File: src/rtl/mem_port_arbiter_pkg.sv
// Shared encodings for the multi-channel byte-serial memory port arbiter.
`define ChBus(n, w) [(n)*(w)-1:0]

package mem_port_arbiter_pkg;

    localparam logic [1:0] LEN_B = 2'b00;
    localparam logic [1:0] LEN_H = 2'b01;
    localparam logic [1:0] LEN_W = 2'b11;

    localparam int PRIO_FIXED = 0;
    localparam int PRIO_RR    = 1;

    typedef enum logic [1:0] {
        MA_IDLE  = 2'b00,
        MA_XFER  = 2'b01,
        MA_DRAIN = 2'b10
    } ma_state_e;

    // Index of the last byte of a transfer; the unused 10 code behaves as a word.
    function automatic logic [1:0] len_last(input logic [1:0] len);
        logic [1:0] last;
        case (len)
            LEN_B:   last = 2'd0;
            LEN_H:   last = 2'd1;
            default: last = 2'd3;
        endcase
        return last;
    endfunction

endpackage

File: src/rtl/mem_port_arbiter_arb.sv
// Winner select across request channels: fixed priority or round-robin from a stored pointer.
module mem_rr_arbiter
    import mem_port_arbiter_pkg::*;
#(
    parameter int NUM_CH    = 2,
    parameter int PRIO_MODE = 0,
    localparam int IDX_W    = (NUM_CH > 1) ? $clog2(NUM_CH) : 1
) (
    input  logic              i_clk,
    input  logic              i_rst,
    input  logic              i_take,
    input  logic [NUM_CH-1:0] i_req,
    output logic              o_valid,
    output logic [IDX_W-1:0]  o_winner
);

    logic [IDX_W-1:0] r_ptr;
    int               w_start;
    int               w_idx;

    // Scan channels starting at the pointer (round-robin) or at channel 0 (fixed).
    always_comb begin
        w_start  = (PRIO_MODE == PRIO_RR) ? int'(r_ptr) : 0;
        w_idx    = 0;
        o_valid  = 1'b0;
        o_winner = '0;
        for (int i = 0; i < NUM_CH; i++) begin
            w_idx = (w_start + i) % NUM_CH;
            if (!o_valid && i_req[w_idx]) begin
                o_valid  = 1'b1;
                o_winner = IDX_W'(w_idx);
            end else begin
                o_valid  = o_valid;
            end
        end
    end

    // Pointer moves past the winner on every accepted grant.
    always_ff @(posedge i_clk or posedge i_rst) begin
        if (i_rst) begin
            r_ptr <= '0;
        end else if (i_take && o_valid) begin
            r_ptr <= (o_winner == IDX_W'(NUM_CH - 1)) ? '0 : o_winner + 1'b1;
        end else begin
            r_ptr <= r_ptr;
        end
    end

endmodule

File: src/rtl/mem_port_arbiter.sv
// Serialises per-channel byte/halfword/word requests onto an 8-bit RAM bus with
// one cycle of read latency; rdy low freezes the engine.
module mem_port_arbiter
    import mem_port_arbiter_pkg::*;
#(
    parameter int NUM_CH    = 2,
    parameter int ADDR_W    = 32,
    parameter int PRIO_MODE = 0
) (
    input  logic                    i_clk,
    input  logic                    i_rst,
    input  logic                    i_rdy,
    input  logic [NUM_CH-1:0]       i_req,
    input  logic [NUM_CH-1:0]       i_req_wr,
    input  logic `ChBus(NUM_CH, 2)  i_req_len,
    input  logic `ChBus(NUM_CH, ADDR_W) i_req_addr,
    input  logic `ChBus(NUM_CH, 32) i_req_wdata,
    output logic [NUM_CH-1:0]       o_gnt,
    output logic [NUM_CH-1:0]       o_almost_done,
    output logic [NUM_CH-1:0]       o_done,
    output logic [31:0]             o_rdata,
    input  logic [7:0]              i_din_ram,
    output logic [7:0]              o_dout_ram,
    output logic [ADDR_W-1:0]       o_addr_ram,
    output logic                    o_wr_ram
);

    localparam int IDX_W = (NUM_CH > 1) ? $clog2(NUM_CH) : 1;

    ma_state_e         r_state;
    ma_state_e         w_next_state;
    logic [1:0]        r_cnt;
    logic [1:0]        r_last;
    logic [IDX_W-1:0]  r_ch;
    logic              r_wr;
    logic [ADDR_W-1:0] r_base;
    logic [31:0]       r_wdata;
    logic [31:0]       r_acc;
    logic [31:0]       r_rdata;
    logic              r_refetch;

    logic              w_take;
    logic              w_arb_valid;
    logic [IDX_W-1:0]  w_win;
    logic              w_sel_wr;
    logic [1:0]        w_sel_last;
    logic [ADDR_W-1:0] w_sel_addr;
    logic [31:0]       w_sel_wdata;
    logic              w_refetch_now;
    logic              w_step;
    logic [1:0]        w_prev_cnt;
    logic [31:0]       w_rdata_asm;

    assign w_take        = (r_state == MA_IDLE) && i_rdy;
    assign w_refetch_now = r_refetch && i_rdy;
    assign w_step        = i_rdy && !r_refetch;
    assign w_prev_cnt    = r_cnt - 2'd1;

    mem_rr_arbiter #(
        .NUM_CH    (NUM_CH),
        .PRIO_MODE (PRIO_MODE)
    ) u_arb (
        .i_clk    (i_clk),
        .i_rst    (i_rst),
        .i_take   (w_take),
        .i_req    (i_req),
        .o_valid  (w_arb_valid),
        .o_winner (w_win)
    );

    // Request fields of the current arbitration winner.
    always_comb begin
        w_sel_wr    = i_req_wr[w_win];
        w_sel_last  = len_last(i_req_len[int'(w_win)*2 +: 2]);
        w_sel_addr  = i_req_addr[int'(w_win)*ADDR_W +: ADDR_W];
        w_sel_wdata = i_req_wdata[int'(w_win)*32 +: 32];
    end

    // Read result with the final byte taken straight from the bus.
    always_comb begin
        w_rdata_asm = r_acc;
        w_rdata_asm[{r_last, 3'b000} +: 8] = i_din_ram;
    end

    // State register.
    always_ff @(posedge i_clk or posedge i_rst) begin
        if (i_rst) begin
            r_state <= MA_IDLE;
        end else begin
            r_state <= w_next_state;
        end
    end

    // Next-state logic; a pending refetch cycle never advances the transfer.
    always_comb begin
        w_next_state = r_state;
        case (r_state)
            MA_IDLE: begin
                if (i_rdy && w_arb_valid) w_next_state = MA_XFER;
                else                      w_next_state = MA_IDLE;
            end
            MA_XFER: begin
                if (w_step && (r_cnt == r_last)) w_next_state = r_wr ? MA_IDLE : MA_DRAIN;
                else                             w_next_state = MA_XFER;
            end
            MA_DRAIN: begin
                if (w_step) w_next_state = MA_IDLE;
                else        w_next_state = MA_DRAIN;
            end
            default: w_next_state = MA_IDLE;
        endcase
    end

    // Transaction latches, byte counter, read assembly and refetch tracking.
    always_ff @(posedge i_clk or posedge i_rst) begin
        if (i_rst) begin
            r_cnt     <= 2'd0;
            r_last    <= 2'd0;
            r_ch      <= '0;
            r_wr      <= 1'b0;
            r_base    <= '0;
            r_wdata   <= 32'd0;
            r_acc     <= 32'd0;
            r_rdata   <= 32'd0;
            r_refetch <= 1'b0;
        end else if (i_rdy) begin
            r_refetch <= 1'b0;
            case (r_state)
                MA_IDLE: begin
                    if (w_arb_valid) begin
                        r_cnt   <= 2'd0;
                        r_last  <= w_sel_last;
                        r_ch    <= w_win;
                        r_wr    <= w_sel_wr;
                        r_base  <= w_sel_addr;
                        r_wdata <= w_sel_wdata;
                        r_acc   <= 32'd0;
                    end
                end
                MA_XFER: begin
                    if (!r_refetch) begin
                        if (!r_wr && (r_cnt != 2'd0)) r_acc[{w_prev_cnt, 3'b000} +: 8] <= i_din_ram;
                        if (r_cnt != r_last)          r_cnt <= r_cnt + 2'd1;
                    end
                end
                MA_DRAIN: begin
                    if (!r_refetch) r_rdata <= w_rdata_asm;
                end
                default: r_cnt <= 2'd0;
            endcase
        end else begin
            // The byte now on din_ram is lost while frozen, so its address is re-driven later.
            if (((r_state == MA_XFER) && !r_wr && (r_cnt != 2'd0)) || (r_state == MA_DRAIN))
                r_refetch <= 1'b1;
        end
    end

    // Bus drive and channel pulses.
    always_comb begin
        o_gnt         = '0;
        o_almost_done = '0;
        o_done        = '0;
        o_rdata       = r_rdata;
        o_dout_ram    = 8'd0;
        o_addr_ram    = '0;
        o_wr_ram      = 1'b0;
        if (i_rst) begin
            o_rdata = 32'd0;
        end else begin
            case (r_state)
                MA_IDLE: begin
                    if (i_rdy && w_arb_valid) begin
                        o_gnt[w_win] = 1'b1;
                        o_almost_done[w_win] = w_sel_wr && (w_sel_last == 2'd0);
                    end else begin
                        o_gnt = '0;
                    end
                end
                MA_XFER: begin
                    o_addr_ram = w_refetch_now ? r_base + ADDR_W'(w_prev_cnt) : r_base + ADDR_W'(r_cnt);
                    o_dout_ram = r_wr ? r_wdata[{r_cnt, 3'b000} +: 8] : 8'd0;
                    o_wr_ram   = r_wr && i_rdy;
                    if (w_step) begin
                        if (r_wr) begin
                            o_done[r_ch]        = (r_cnt == r_last);
                            o_almost_done[r_ch] = ((r_cnt + 2'd1) == r_last);
                        end else begin
                            o_almost_done[r_ch] = (r_cnt == r_last);
                        end
                    end else begin
                        o_done = '0;
                    end
                end
                MA_DRAIN: begin
                    if (w_refetch_now) begin
                        o_addr_ram          = r_base + ADDR_W'(r_last);
                        o_almost_done[r_ch] = 1'b1;
                    end else if (i_rdy) begin
                        o_done[r_ch] = 1'b1;
                        o_rdata      = w_rdata_asm;
                    end else begin
                        o_done = '0;
                    end
                end
                default: o_wr_ram = 1'b0;
            endcase
        end
    end

endmodule

File: config.mk
export PLATFORM = sky130hd
export DESIGN_NAME = mem_port_arbiter
export DESIGN_NICKNAME = d
export VERILOG_FILES = /design/src/rtl/mem_port_arbiter_pkg.sv /design/src/rtl/mem_port_arbiter_arb.sv /design/src/rtl/mem_port_arbiter.sv
export SDC_FILE = /design/constraint.sdc
export NUM_CORES = 1
export LEC_CHECK = 0
export ABC_AREA = 1
export CORE_ASPECT_RATIO = 0.9
export CORE_MARGIN = 2
export CORE_UTILIZATION = 50
export CTS_BUF_LIST = sky130_fd_sc_hd__clkbuf_4 sky130_fd_sc_hd__clkbuf_8 sky130_fd_sc_hd__clkbuf_16
export CTS_CLUSTER_SIZE = 16
export DETAILED_ROUTE_END_ITERATION = 10
export PLACE_DENSITY = 0.82
export SLEW_MARGIN = 15
export SYNTH_ARGS = -nofsm -noshare
export SYNTH_HDL_FRONTEND = slang
export SYNTH_SLANG_ARGS = --single-unit
export TNS_END_PERCENT = 30
File: constraint.sdc
create_clock -name i_clk -period 9.5 [get_ports i_clk]
set_clock_uncertainty 0.1 [all_clocks]
set_input_delay 1.9 -clock i_clk [delete_from_list [all_inputs] [get_ports i_clk]]
set_output_delay 1.9 -clock i_clk [all_outputs]
set_load 0.02 [all_outputs]
==> impl_metrics.ini, run 1 <==
[worst_hold_path]
min_from = r_acc[26]$_DFFE_PP0P_
worstHoldPathType = reg -> reg
min_to = r_acc[26]$_DFFE_PP0P_
min_path_cells = 2

[final_layout]
final_util = 0.691
instances_no_fill = 1731
fin_nets = 1650
fill_cells = 1497
seqCellArea_um2 = 3430
final_area_um2 = 11800
drive_gt1_frac = 0.0395
multiInputGateArea_um2 = 4700
syn_to_final_growth_pct = 34.0

[power_and_ir_drop]
finalPower_mw = 3.18
power_density_nw_per_um2 = 270
leakagePower_nw = 5.06
worst_ir_drop_vdd_mv = 0.157

[timing]
maxSlewHeadroom = 0.215
drv_slew = 0
setup_slack_ns = 2.19
min_period_ns = 7.31
rsz0062_at_grt = false
period_share = 0.770
worst_pin_slew_ns = 1.18
hold_slack_ns = 0.361
setup_viol = 0
tns_ns = 0
fmax_mhz = 137
finalHoldViolCount = 0

[route]
avgRoutedWirePerCell_um = 17.1
drc = 0
drtPass1Iterations = 5
num_vias = 9680
avgViaCountPerCell = 5.59
postRouteWirelength_mm = 29.6
ant_nets = 0
dr.first_iter.drc_count = 902

[logic_synthesis]
ys.flop_type = dfrtp_1
ys_ff_latch = 137
synth_cells = 1287
synth_top_family_by_area = simple AND/OR/NAND/NOR gates
synth_area_um2 = 8790
avgSynthCellArea_um2 = 6.83
synth_edf_count = 0
synth-compound-area-share = 0.181
yosys_warnings = 0
synth_fa_ha_area_frac = 0.0288
synth_area_leaders = dfrtp_1 39%, nand2_1 18%, nand3_1 7.6%
synthArstFlopShare = 1.00
synth-seq-area-share = 0.390
ys_types = 33
yosys-top-cells-count = 420 x nand2_1, 137 x dfrtp_1, 133 x nand3_1
synth_xor_area_frac = 0.00797
synth_most_common_cell = nand2_1
synth-simple-area-share = 0.314
syn_nets = 1453
yosys.area.top_type = dfrtp_1
yosysTopAreaCellShare = 0.390
muxShareOfSynthArea = 0

[clocking]
ctsResizeCount = 0
cts_max_level = 4
cts_hold_buf = 0
post-cts-setup-buffers = 0
clock_latency_ns = 0.43
clockRootBuffer = clkbuf_16
clock_path_buffers = 2
clk_pin_slew_ns = 0.06
numCtsBuffers = 17
cts_tree = yes
cts.sinks = 137

[floorplan]
initial_core_util = 0.515
rows = 45
die_y_um = 130
dieArea_um2 = 18700
die_w_um = 144
io_pins = 226
design.core.area_um2 = 17100

[worst_setup_path]
start_kind = input pin
worstPathRequired_ns = 7.50
r2r_start = r_last[0]$_DFFE_PP0P_
reg2reg_slack_ns = 6.64
r2r_cells = 8
critical_path_class = in -> out
crit_start = i_rdy
arrival_ns = 5.31
r2r-end = r_rdata[20]$_DFFE_PP0P_
critical_path_peak_fanout = 8
end_kind = output port

[placement]
dp.cells = 1700
port-buffer-count = 225
place_ws_ns = 2.27
place_congestion = 0.943
dp_hpwl_mm = 21.4
placed_area_um2 = 11200

[global_routing]
grt_use_total = 0.322
antenna_found_initial = 0
grt_pass1_vias = 9095
grt_max_degree = 69
grt_pass1_wl_mm = 46.5
grt.overflow.total = 0

[run_status]
status = completed

[flow_run]
maxCapViolCount = 0
==> worst max-delay path: stages <==
cell,delay (ns)
clkdlybuf4s50_1,0.56
nand2_1,0.13
xor2_1,0.19
ha_1,0.20
inv_1,0.06
fa_1,0.41
nor2_2,0.33
nand2_2,0.14
nor2_2,0.33
nand2_1,0.09
nand2_1,0.07
nand3_1,0.06
a21oi_1,0.21
clkdlybuf4s50_1,0.64
==> placed cells by master, fill, tap and decap left out, drive strengths merged, types with 2 or more instances in the layout <==
cell           instances
nor4                   2
nand3                133
o211ai                60
nor3                   2
diode                  2
clkdlybuf4s50        225
a22oi                  6
bufinv                 2
and2                   8
dfrtp                137
inv                  118
nand4                  4
buf                   11
clkinvlp               3
ha                    17
or2                    2
a21oi                111
xnor2                  5
nand2                421
nor2                  95
clkinv                 3
clkbuf                21
o21ai                100
xor2                   3
fa                     2
==> routing by layer <==
metal,share of wire,track usage,vias up
li1,-,-,4632
met1,0.43,0.436,4511
met2,0.46,0.503,492
met3,0.097,0.0932,45
met4,0.022,0.101,0
met5,0,0,-
==> power breakdown <==
group	switching, mW	internal, mW
Clock	0.255	0.404
Combinational	0.959	0.549
Sequential	0.205	0.810
==> how the worst max path moves through the flow <==
stage | to | slack, ns
after floorplan | o_done[0] | 0.36
after global placement | o_addr_ram[22] | 2.37
after detailed placement | o_addr_ram[22] | 2.27
after CTS | o_addr_ram[22] | 2.25
after global routing | o_addr_ram[30] | 2.00
final | o_addr_ram[22] | 2.19
==> sequential cells by signal, indices dropped and copies added (netlist names) <==
register   count
r_rdata       32
r_state        2
r_wr           1
r_wdata       32
r_cnt          2
r_last         2
r_base        32
r_ch           1
r_acc         32
r_refetch      1
==> logic make-up (layout without fill, tap and decap cells) <==
| family | count (synthesis) | after routing |
|---|---|---|
| and+or+nand+nor | 667 | 667 |
| AOI/OAI and AO/OA | 280 | 280 |
| buffers and inverters | 176 | 383 |
| DFF | 137 | 137 |
| adders and majority gates | 19 | 19 |
| xor gates and xnor gates | 8 | 8 |
| other | 0 | 2 |
==> final cells by class <==
class,instances,area share
multi-input combinational,974,0.399
sequential,137,0.291
timing repair buffer,236,0.198
clock buffer,21,0.0403
inverter,118,0.0380
tap,235,0.0250
clock inverter,8,0.00828
antenna,2,0.000425
Power figures use the tool's default switching activity.
==> inputs of run 2 (changes only) <==
clock period = 7.5 ns   (was 9.5 ns; I/O delays follow)
==> run 2 against run 1 <==
Setup slack worse by 1.2 ns. Non-clock buffer count unchanged. Combinational power increased by 26%. First-iteration DRC count rose by 13%. Cell count is essentially flat. Critical path depth stayed put. Register-to-register slack lost 2.0 ns. Highest routed layer unchanged. Worst hold slack improved by 0.0011 ns.
==> impl_metrics.ini, run 2 (same netlist as run 1, synthesis figures left out) <==
[route]
dr.first_iter.drc_count = 1016
drc = 0
ant_nets = 0
drtPass1Iterations = 6
postRouteWirelength_mm = 29.6
avgRoutedWirePerCell_um = 17.1
num_vias = 9721
avgViaCountPerCell = 5.61

[worst_setup_path]
start_kind = input pin
path_cells = clkdlybuf4s50_1 -> nand2_1 -> xor2_1 -> ha_1 -> inv_1 -> fa_1 -> nor2_2 -> nand2_2 -> nor2_2 -> nand2_1 -> nand2_1 -> nand3_1 -> a21oi_1 -> clkdlybuf4s50_1
arrival_ns = 4.91
critPathCapture = o_addr_ram[22]
worstPathRequired_ns = 5.90
path_common_cell = nand2_1
r2r_start = r_last[0]$_DFFE_PP0P_
crit_start = i_rdy
slowest_delay_ns = 0.65
crit_path_top_delay_cell = clkdlybuf4s50_1
r2r-end = r_rdata[23]$_DFFE_PP0P_
end_kind = output port
reg2reg_slack_ns = 4.65
critical_path_class = in -> out
r2r_cells = 8
critical_path_peak_fanout = 8

[placement]
place_congestion = 0.992
dp_hpwl_mm = 21.5
port-buffer-count = 225

[clocking]
post-cts-setup-buffers = 0
cts_hold_buf = 0
clock_latency_ns = 0.43
cts_tree = yes
clk_pin_slew_ns = 0.06
cts.sinks = 137
numCtsBuffers = 17
clock_path_buffers = 2
cts_max_level = 4
clockRootBuffer = clkbuf_16
ctsResizeCount = 0

[power_and_ir_drop]
p_clk_frac = 0.234
power.internal_mw = 2.35
finalPower_mw = 4.18
worst_ir_drop_vdd_mv = 0.168
power_density_nw_per_um2 = 352
power.switching_mw = 1.83
p_seq_frac = 0.309
combPwrFrac = 0.457
swShare = 0.437
leakagePower_nw = 5.12

[floorplan]
rows = 45
design.core.area_um2 = 17100
initial_core_util = 0.515
die_y_um = 130
dieArea_um2 = 18700
die_w_um = 144
io_pins = 226

[final_layout]
final_common_cell = nand2_1
fin_nets = 1650
diodes = 0
drive_gt1_frac = 0.0414
layout_common_cells = 420 x nand2_1, 225 x clkdlybuf4s50_1, 137 x dfrtp_1
syn_to_final_growth_pct = 35.2

[global_routing]
grt_use_total = 0.322
grt_pass1_wl_mm = 46.7
antenna_found_initial = 0
grt_pass1_vias = 9147
grt.overflow.total = 0
grt_max_degree = 80

[timing]
rsz0062_at_grt = false
tns_ns = 0
worst_pin_slew_ns = 0.940
period_share = 0.868
maxSlewHeadroom = 0.374
setup_viol = 0
finalHoldViolCount = 0
drv_slew = 0
min_period_ns = 6.51
fmax_mhz = 154

[worst_hold_path]
worstHoldPathType = reg -> reg

[run_status]
status = completed

[flow_run]
maxCapViolCount = 0
[run 2: through the flow]
stage	cells	setup WS (ns)	hold WS, ns	instance area [µm²]	utilization
floorplan	1287	1.55	0.331	8790	-
global placement	1700	1.16	0.343	11200	0.657
detailed placement	1700	1.09	0.348	11200	0.657
CTS	1732	1.07	0.364	11900	0.696
global route	1732	0.780	0.389	11900	0.696
finish	1732	0.992	0.362	11900	0.696
[run 2: critical path: cells and delay by family]
kind | cells | cell delay [ns]
AOI/OAI and AO/OA | 1 | 0.19
xor gates and xnor gates | 1 | 0.16
adders and majority gates | 2 | 0.61
buffers and inverters | 3 | 1.29
and+or+nand+nor | 7 | 1.16
[run 2: final cells by class]
cell class,instances,area (µm²)
Fill cell,1467,5180
Timing Repair Buffer,236,2330
Sequential cell,137,3430
Clock inverter,14,245
Tap cell,235,294
Inverter,118,448
Clock buffer,18,433
Multi-Input combinational cell,974,4700
[run 2: worst min-delay path by stage]
stage          cells past startpoint                     to  slack (ns)                   from
2_1_floorplan                      2  r_acc[24]$_DFFE_PP0P_        0.33  r_acc[24]$_DFFE_PP0P_
3_3_place_gp                       2  r_acc[30]$_DFFE_PP0P_        0.34  r_acc[30]$_DFFE_PP0P_
3_5_place_dp                       2  r_acc[27]$_DFFE_PP0P_        0.35  r_acc[27]$_DFFE_PP0P_
4_1_cts                            2  r_acc[26]$_DFFE_PP0P_        0.36  r_acc[26]$_DFFE_PP0P_
5_1_grt                            2  r_acc[30]$_DFFE_PP0P_        0.39  r_acc[30]$_DFFE_PP0P_
6_report                           2  r_acc[30]$_DFFE_PP0P_        0.36  r_acc[30]$_DFFE_PP0P_
[run 2: power groups by stage]
stage          Clock [mW]  Sequential, mW  Combinational (mW)
2_1_floorplan           0            1.18                1.32
3_3_place_gp            0            1.28                1.84
3_5_place_dp            0            1.29                1.87
4_1_cts             0.982            1.28                1.89
5_1_grt              1.02            1.32                2.12
6_report            0.978            1.29                1.91
[run 2: routing by layer]
| metal | GRT usage | vias up | share of wire |
|---|---|---|---|
| li1 | - | 4634 | - |
| met1 | 0.447 | 4522 | 0.43 |
| met2 | 0.501 | 511 | 0.45 |
| met3 | 0.0771 | 54 | 0.092 |
| met4 | 0.100 | 0 | 0.023 |
| met5 | 0 | - | 0 |
==> inputs of run 3 (changes only) <==
CORE_UTILIZATION = 58   (was 50)
DONT_BUFFER_PORTS = 1   (was not set)
PLACE_DENSITY = 0.74   (was 0.82)
REMOVE_ABC_BUFFERS = 1   (was not set)
==> run 3 against run 2 <==
Final area down 20%. Clock-buffer cell count is 1 higher. Utilization decreased by 5.6 points. Largest power group unchanged. Combinational power decreased by 14%. Global-route usage is 0.57 points lower. Cell count down 15%. Maximum frequency increased by 14%. Sequential share of layout area increased by 7.4 points. First-iteration DRC count decreased by 16%. Worst hold slack got worse by 0.0017 ns. Largest cell class unchanged. Flip-flop and latch count unchanged.
==> impl_metrics.ini, run 3 (same netlist as run 1, synthesis figures left out) <==
[power_and_ir_drop]
worst_ir_drop_vdd_mv = 0.236
power.internal_mw = 1.99
finalPower_mw = 3.73
swShare = 0.468
leakagePower_nw = 4.19
combPwrFrac = 0.440
p_seq_frac = 0.345
power.switching_mw = 1.75
power_density_nw_per_um2 = 395
p_clk_frac = 0.216

[final_layout]
final_common_cell = nand2_1
syn_to_final_growth_pct = 7.54
final_area_um2 = 9450
diodes = 0
final_util = 0.640
layout_common_cells = 420 x nand2_1, 137 x dfrtp_1, 133 x nand3_1
fin_nets = 1422
drive_gt1_frac = 0.0473

[timing]
setup_viol = 0
setup_slack_ns = 1.80
period_share = 0.760
finalHoldViolCount = 0
worst_pin_slew_ns = 1.11
fmax_mhz = 175
drv_slew = 0
tns_ns = 0
maxSlewHeadroom = 0.259
rsz0062_at_grt = false
min_period_ns = 5.70

[route]
avgViaCountPerCell = 5.84
avgRoutedWirePerCell_um = 17.1
postRouteWirelength_mm = 25.1
dr.first_iter.drc_count = 851
drtPass1Iterations = 6
num_vias = 8561
drc = 0
ant_nets = 0

[clocking]
cts.sinks = 137
clockRootBuffer = clkbuf_16
cts_hold_buf = 0
ctsResizeCount = 0
clk_pin_slew_ns = 0.06
cts_max_level = 4
clock_path_buffers = 2
cts_tree = yes
clock_latency_ns = 0.42
numCtsBuffers = 17
post-cts-setup-buffers = 0

[placement]
port-buffer-count = 0
place_ws_ns = 2.08
place_congestion = 0.970
dp_hpwl_mm = 17.9
placed_area_um2 = 8880

[global_routing]
antenna_found_initial = 0
grt_pass1_vias = 7967
grt_use_total = 0.316
grt_max_degree = 85
grt.overflow.total = 0
grt_pass1_wl_mm = 40.6

[worst_hold_path]
worstHoldPathType = reg -> reg
min_path_cells = 2

[floorplan]
io_pins = 226
design.core.area_um2 = 14800
rows = 42
die_y_um = 121
die_w_um = 134
initial_core_util = 0.595
dieArea_um2 = 16200

[worst_setup_path]
worstPathRequired_ns = 5.90
r2r_cells = 8
start_kind = flop
critical_path_peak_fanout = 22
arrival_ns = 4.10
critical_path_class = reg -> out
end_kind = output port

[run_status]
status = completed

[flow_run]
maxCapViolCount = 0
==> run 3: critical path: stages (launching register included) <==
cell,delay (ns)
dfrtp_1,0.85
inv_1,0.15
ha_1,0.42
o21ai_0,0.29
inv_1,0.10
fa_1,0.45
nor2_2,0.37
nand2_2,0.19
nor2_2,0.26
nand2_1,0.08
nand2_1,0.06
nand3_1,0.06
a21oi_1,0.40
==> run 3: stage by stage <==
| step | std cells | hold WS (ns) |
|---|---|---|
| 2_1_floorplan | 1229 | 0.331 |
| 3_3_place_gp | 1435 | 0.343 |
| 3_5_place_dp | 1435 | 0.348 |
| 4_1_cts | 1467 | 0.364 |
| 5_1_grt | 1467 | 0.379 |
| 6_report | 1467 | 0.360 |
==> run 3: layout make-up <==
| cell class | count | area (µm²) |
|---|---|---|
| clock buffers | 19 | 447 |
| flip-flops and latches | 137 | 3430 |
| repair buffers | 8 | 60.1 |
| well taps | 198 | 248 |
| fillers | 1360 | 5310 |
| inverters | 118 | 448 |
| multi-input cells | 974 | 4700 |
| clock inverters | 13 | 118 |
==> run 3: routing by layer <==
layer | wire (µm) | vias to the layer above | global-route usage
met3 | 2450 | 36 | 0.0860
li1 | - | 4175 | -
met5 | 0 | - | 0
met2 | 10800 | 396 | 0.471
met4 | 449 | 0 | 0.0791
met1 | 11400 | 3954 | 0.458
==> run 3: power groups by stage <==
stage | Sequential, mW | Clock (mW) | Combinational, mW
finish | 1.29 | 0.805 | 1.64
global route | 1.32 | 0.845 | 1.86
CTS | 1.27 | 0.811 | 1.63
detailed placement | 1.29 | 0 | 1.61
global placement | 1.28 | 0 | 1.59
floorplan | 1.22 | 0 | 1.23
==> run 3: final timing paths <==
check,start,endpoint,slack (ns)
worst max-delay path,r_cnt[1]$_DFFE_PP0P_,o_addr_ram[30],1.80
max in group asynchronous,i_rst,r_cnt[0]$_DFFE_PP0P_,4.99
worst max register to register,r_last[0]$_DFFE_PP0P_,r_rdata[20]$_DFFE_PP0P_,4.51
worst min-delay path,r_acc[29]$_DFFE_PP0P_,r_acc[29]$_DFFE_PP0P_,0.36
worst min register to register,r_acc[29]$_DFFE_PP0P_,r_acc[29]$_DFFE_PP0P_,0.36
min in group asynchronous,i_rst,r_acc[30]$_DFFE_PP0P_,0.97
